==> config.mk <==
export PLATFORM = sky130hd
export DESIGN_NAME = usb_tx_serializer
export DESIGN_NICKNAME = d
export VERILOG_FILES = /design/src/rtl/usb_tx_serializer.sv
export SDC_FILE = /design/constraint.sdc
export NUM_CORES = 1
export LEC_CHECK = 0
export CORE_MARGIN = 10
export CORE_UTILIZATION = 35
export DETAILED_ROUTE_END_ITERATION = 16
export MAX_ROUTING_LAYER = met4
export PLACE_DENSITY = 0.62
export SKIP_CTS_REPAIR_TIMING = 1
export SLEW_MARGIN = 20
export SYNTH_ARGS = -nofsm -noshare
export SYNTH_HDL_FRONTEND = slang
export SYNTH_SLANG_ARGS = --single-unit
==> constraint.sdc <==
create_clock -name clk -period 2.7 [get_ports clk]
set_clock_uncertainty 0.1 [all_clocks]
set_input_delay 0.54 -clock clk [delete_from_list [all_inputs] [get_ports clk]]
set_output_delay 0.54 -clock clk [all_outputs]
set_load 0.01 [all_outputs]
==> src/rtl/usb_tx_serializer.sv <==
// usb_tx_serializer: accepts packet bytes, shifts them out LSB-first at the bit rate
// into the bit stuffer, then requests EOP. Define USB_TX_SERIALIZER_SYNC_EN to prepend SYNC.
module usb_tx_serializer #(
    parameter int unsigned BIT_PERIOD   = 1,
`ifdef USB_TX_SERIALIZER_SYNC_EN
    parameter logic [7:0]  SYNC_PATTERN = 8'h80,
`endif
    parameter int unsigned EOP_BITS     = 2
) (
    input  logic       clk,
    input  logic       RST,
    input  logic [7:0] data_in,
    input  logic       data_valid,
    input  logic       data_last,
    output logic       data_ready,
    input  logic       stall,
    output logic       out_bit,
    output logic       out_en,
    output logic       eop,
    output logic       busy,
    output logic       underrun
);

    localparam int unsigned TICK_W  = (BIT_PERIOD > 1) ? $clog2(BIT_PERIOD) : 1;
    localparam int unsigned EOP_CYC = EOP_BITS * BIT_PERIOD;
    localparam int unsigned EOP_W   = (EOP_CYC > 1) ? $clog2(EOP_CYC) : 1;
    localparam logic [TICK_W-1:0] TICK_MAX = TICK_W'(BIT_PERIOD - 1);
    localparam logic [EOP_W-1:0]  EOP_MAX  = EOP_W'(EOP_CYC - 1);

    typedef enum logic [1:0] {
        S_IDLE = 2'd0,
        S_SYNC = 2'd1,
        S_DATA = 2'd2,
        S_EOP  = 2'd3
    } state_t;

    state_t              state_q, state_d;
    logic [7:0]          sreg_q, sreg_d;
    logic [2:0]          bit_idx_q, bit_idx_d;
    logic [TICK_W-1:0]   tick_q, tick_d;
    logic [EOP_W-1:0]    eop_cnt_q, eop_cnt_d;
    logic [7:0]          hold_q, hold_d;
    logic                hold_valid_q, hold_valid_d;
    logic                hold_last_q, hold_last_d;
    logic                last_seen_q, last_seen_d;
    logic                cur_last_q, cur_last_d;
    logic                underrun_q, underrun_d;

    logic in_tx;
    logic strobe;
    logic consume;
    logic byte_done;
    logic accept;
    logic eop_done;

    assign in_tx     = (state_q == S_SYNC) || (state_q == S_DATA);
    assign strobe    = in_tx && (tick_q == TICK_MAX);
    assign consume   = strobe && !stall;
    assign byte_done = consume && (bit_idx_q == 3'd7);
    assign accept    = data_valid && data_ready;
    assign eop_done  = (state_q == S_EOP) && (eop_cnt_q == EOP_MAX);

    // State register
    always_ff @(posedge clk) begin
        if (RST) begin
            state_q <= S_IDLE;
        end else begin
            state_q <= state_d;
        end
    end

    // Next-state logic
    always_comb begin
        state_d = state_q;
        case (state_q)
            S_IDLE: begin
                if (accept) begin
`ifdef USB_TX_SERIALIZER_SYNC_EN
                    state_d = S_SYNC;
`else
                    state_d = S_DATA;
`endif
                end
            end
            S_SYNC: begin
                if (byte_done) state_d = S_DATA;
            end
            S_DATA: begin
                if (byte_done && (cur_last_q || !hold_valid_q)) state_d = S_EOP;
            end
            S_EOP: begin
                if (eop_done) state_d = S_IDLE;
            end
            default: state_d = S_IDLE;
        endcase
    end

    // Datapath next-state: shifter, holding register, bit/EOP timers
    always_comb begin
        sreg_d       = sreg_q;
        bit_idx_d    = bit_idx_q;
        tick_d       = '0;
        eop_cnt_d    = '0;
        hold_d       = hold_q;
        hold_valid_d = hold_valid_q;
        hold_last_d  = hold_last_q;
        last_seen_d  = last_seen_q;
        cur_last_d   = cur_last_q;
        underrun_d   = 1'b0;

        if (in_tx) begin
            tick_d = (tick_q == TICK_MAX) ? '0 : tick_q + TICK_W'(1);
        end
        if ((state_q == S_EOP) && !eop_done) begin
            eop_cnt_d = eop_cnt_q + EOP_W'(1);
        end
        if (consume) begin
            sreg_d    = {1'b0, sreg_q[7:1]};
            bit_idx_d = bit_idx_q + 3'd1;
        end
        if (accept) begin
            hold_d       = data_in;
            hold_valid_d = 1'b1;
            hold_last_d  = data_last;
            if (data_last) last_seen_d = 1'b1;
        end

        case (state_q)
            S_IDLE: begin
                if (accept) begin
                    bit_idx_d = 3'd0;
`ifdef USB_TX_SERIALIZER_SYNC_EN
                    sreg_d = SYNC_PATTERN;
`else
                    sreg_d       = data_in;
                    cur_last_d   = data_last;
                    hold_valid_d = 1'b0;
`endif
                end
            end
            S_SYNC: begin
                // Load reads the old hold contents; a same-cycle accept refills it
                if (byte_done) begin
                    sreg_d       = hold_q;
                    cur_last_d   = hold_last_q;
                    hold_valid_d = accept;
                end
            end
            S_DATA: begin
                if (byte_done && !cur_last_q) begin
                    if (hold_valid_q) begin
                        sreg_d       = hold_q;
                        cur_last_d   = hold_last_q;
                        hold_valid_d = accept;
                    end else begin
                        underrun_d = 1'b1;
                    end
                end
            end
            S_EOP: begin
                // Anything left over from an aborted packet is dropped
                if (eop_done) begin
                    sreg_d       = '0;
                    hold_valid_d = 1'b0;
                    hold_last_d  = 1'b0;
                    last_seen_d  = 1'b0;
                    cur_last_d   = 1'b0;
                end
            end
            default: ;
        endcase
    end

    // Datapath registers
    always_ff @(posedge clk) begin
        if (RST) begin
            sreg_q       <= '0;
            bit_idx_q    <= '0;
            tick_q       <= '0;
            eop_cnt_q    <= '0;
            hold_q       <= '0;
            hold_valid_q <= 1'b0;
            hold_last_q  <= 1'b0;
            last_seen_q  <= 1'b0;
            cur_last_q   <= 1'b0;
            underrun_q   <= 1'b0;
        end else begin
            sreg_q       <= sreg_d;
            bit_idx_q    <= bit_idx_d;
            tick_q       <= tick_d;
            eop_cnt_q    <= eop_cnt_d;
            hold_q       <= hold_d;
            hold_valid_q <= hold_valid_d;
            hold_last_q  <= hold_last_d;
            last_seen_q  <= last_seen_d;
            cur_last_q   <= cur_last_d;
            underrun_q   <= underrun_d;
        end
    end

    // Output decode, all from registered state
    always_comb begin
        data_ready = !hold_valid_q && (state_q != S_EOP) && !last_seen_q;
        out_en     = strobe;
        out_bit    = in_tx && sreg_q[0];
        eop        = (state_q == S_EOP);
        busy       = (state_q != S_IDLE);
        underrun   = underrun_q;
    end

endmodule

==> run summary <==
========================================================================================
Share of synthesized flip-flops with an asynchronous set or reset .........           0%
Reg-to-reg slack, setup ...................................................      0.41 ns
Clock tree root driver cell ............................................... sky130_fd_sc_hd__clkbuf_8
Global-route wire length before repair ....................................      5520 um
Reg-to-reg startpoint .....................................................   state_q[0]
Total via count after detailed routing ....................................         1170
Number of hold violations in the final report .............................            0
Crit end category .........................................................   output pin
Remaining global-route overflow ...........................................            0
Storage cell area .........................................................      561 um2
Post-synthesis sequential element count ...................................           28
DRT Wirelength ............................................................      3320 um
Area growth from synthesis to final layout ................................        21.8%
Cell chain of the critical path ........................................... inv_1 -> ha_1 -> nor2b_1 -> clkdlybuf4s50_1
Count of cell types in the netlist ........................................           41
Seq/Total Area, Yosys .....................................................        38.6%
EDFF count, synth .........................................................            0
Number of levels in the clock H-tree ......................................            1
Outcome ................................................................... finished, final reports clean
Total of warnings raised by yosys .........................................            0
I/O Buffers ...............................................................           18
Number of nets in the layout ..............................................          194
Commonest register cell after synthesis ................................... sky130_fd_sc_hd__dfxtp_1
Fraction of post-synthesis cell area in the top cell type by area .........        38.6%
Commonest non-fill, non-tap cell in the layout ............................ sky130_fd_sc_hd__dfxtp_1
Overall power consumption .................................................      1060 uW
Vias in the first global route ............................................         1169
Arr. time, crit path ......................................................      1.91 ns
Violation count after the first detailed-route iteration ..................           58
Avg WL per Cell ...........................................................      14.9 um
Cell area after placement .................................................  0.00170 mm2
Worst path max stage delay ................................................      0.54 ns
Clock transition at path regs .............................................      0.10 ns
Number of buffers on the longest clock path ...............................            2
Count of clock tree sinks .................................................           28
FP Rows ...................................................................           23
Core Area .................................................................  0.00400 mm2
Total area of multi-input combinational cells .............................      837 um2
Cell depth of the worst hold path .........................................            2
Number of antenna violations at the first check in global routing .........            0
Drt via density ...........................................................         5.25
Gpl congestion ............................................................        0.824
Syn Std Cell Area .........................................................  0.00145 mm2
Worst hold path class ..................................................... flop to flop
Crit path max-delay cell type ............................................. sky130_fd_sc_hd__clkdlybuf4s50_1
Highest net fanout along the worst path ...................................            6
Final ANT Viol Nets .......................................................            0
Clock tree from TritonCTS .................................................          yes
Num CTS Buffers ...........................................................            3
Number of search-and-repair iterations in the first detailed-routing pass .            5
Final number of setup-violating endpoints .................................            0
Crit path launch type .....................................................         flop
Launching instance or port of the critical path ...........................   state_q[0]
# Max-Cap Violations ......................................................            0
Vert. Die Dim .............................................................      84.4 um
Post-route DRC ............................................................            0
Period utilization ........................................................        94.5%
Depth of the worst register-to-register path ..............................            6
Synthesized net count .....................................................          173
Critical register-to-register path endpoint ...............................    sreg_q[2]
Startpoint of the worst hold path .........................................    hold_q[6]
Mapped Cells ..............................................................          153
Post-synth top area cell .................................................. sky130_fd_sc_hd__dfxtp_1
Full die area .............................................................  0.00712 mm2
Path type of the worst setup path ......................................... flop to output pin
Worst slack on hold paths .................................................     0.362 ns
Global Route Usage Sum ....................................................        9.17%
Setup TNS after final layout ..............................................         0 ns
Total power density per cell area .........................................   597 mW/mm2
Worst-case hold path end point ............................................    hold_q[6]
Final design area excluding fillers .......................................  0.00177 mm2
Effective utilization at floorplan ........................................        36.3%
Setup repair after global routing missed its margin .......................           no
Dpl hpwl ..................................................................      2410 um
Fraction of layout instances using a drive strength above 1 ...............        13.9%
Required arrival time at the worst endpoint ...............................      2.06 ns
Worst-case vdd ir drop ....................................................     0.271 mV
Commonest cells after routing, fill and taps aside ........................ sky130_fd_sc_hd__dfxtp_1, sky130_fd_sc_hd__nand2_1, sky130_fd_sc_hd__clkdlybuf4s50_1
Horiz. Die Dim ............................................................      84.4 um
Post-route core utilization ...............................................        44.2%
Later-pin clock latency in the skew report ................................      0.27 ns
Final Slew Violations .....................................................            0
Post-layout minimum cycle time ............................................      2.55 ns
Filler cells ..............................................................          379
Avg Inst Size Synth .......................................................     9.49 um2
Fmax achieved .............................................................      392 MHz
Number of top-level pins ..................................................           19
Reported leakage power ....................................................  0.000704 uW
Count of antenna diodes in the layout .....................................            0
Maximum number of pins on one net before global-route repair ..............           21
Synth top area cells ...................................................... sky130_fd_sc_hd__dfxtp_1, sky130_fd_sc_hd__mux2i_1, sky130_fd_sc_hd__ha_1
========================================================================================
## worst max-delay path: cells and delay by family (launching register included)
family / cells / cell delay (ns)
buf+inv: 2 / 0.63
flops: 1 / 0.43
fa+ha+maj: 1 / 0.40
simple gates: 1 / 0.16
## power breakdown
part / switching, uW / internal [uW]
logic: 139 / 118
clock network: 132 / 199
registers: 23.0 / 445
## synthesized netlist by cell type, types with 3 or more instances
cell                       n
sky130_fd_sc_hd__a22oi_1   7
sky130_fd_sc_hd__nor2_1    8
sky130_fd_sc_hd__a21oi_1  15
sky130_fd_sc_hd__mux2i_1   9
sky130_fd_sc_hd__nand2_1  21
sky130_fd_sc_hd__nor2b_1   3
sky130_fd_sc_hd__buf_2     3
sky130_fd_sc_hd__dfxtp_1  28
sky130_fd_sc_hd__o21ai_0   3
sky130_fd_sc_hd__inv_1     7
sky130_fd_sc_hd__ha_1      7
sky130_fd_sc_hd__o22ai_2   7
## per-stage QoR
stage	cells	setup slack, ns
6_report	223	0.148
5_1_grt	223	0.0376
4_1_cts	223	0.114
3_5_place_dp	219	0.344
3_3_place_gp	219	0.379
2_1_floorplan	153	0.822
## kinds of logic (layout without fill, tap and decap cells)
| group | count (synthesis) | in the layout | share of synthesized area, % |
|---|---|---|---|
| simple gates | 47 | 47 | 17.5 |
| compound gates | 46 | 46 | 26.3 |
| flops | 28 | 28 | 38.6 |
| buf+inv | 13 | 33 | 3.71 |
| mux | 10 | 10 | 6.98 |
| fa+ha+maj | 7 | 7 | 6.03 |
| other cells | 1 | 1 | 0.258 |
| xor+xnor | 1 | 1 | 0.604 |
## worst max path at each step
stage                            to  slack [ns]  cells past startpoint
after global placement    sreg_q[2]        0.38                      5
after floorplan           sreg_q[0]        0.82                      5
after CTS                    out_en        0.11                      4
final                        out_en        0.15                      4
after detailed placement  sreg_q[5]        0.34                      5
after global routing         out_en        0.04                      4
## layer usage
metal	vias up	global-route usage, %	wire length, um	share of wire (%)
met4	0	2.69	28	0.84
met1	562	12.1	1650	50
met5	-	-	0	0
met3	4	1.55	72	2.2
met2	16	14.0	1570	47
li1	588	-	-	-
## sequential cells by signal, summed over array words and instances, names as in the netlist
name / count
hold_q: 8
eop_cnt_q: 1
cur_last_q: 1
hold_last_q: 1
underrun: 1
tick_q: 1
last_seen_q: 1
hold_valid_q: 1
sreg_q: 8
state_q: 2
bit_idx_q: 3
## area by class of cell
class / instances / area share (%)
Multi-Input combinational cell: 112 / 47.3
Tap cell: 50 / 3.54
Sequential cell: 28 / 31.7
Inverter: 7 / 1.49
Clock inverter: 1 / 1.70
Clock buffer: 3 / 2.34
Timing Repair Buffer: 22 / 11.9
Power figures use the tool's default switching activity.
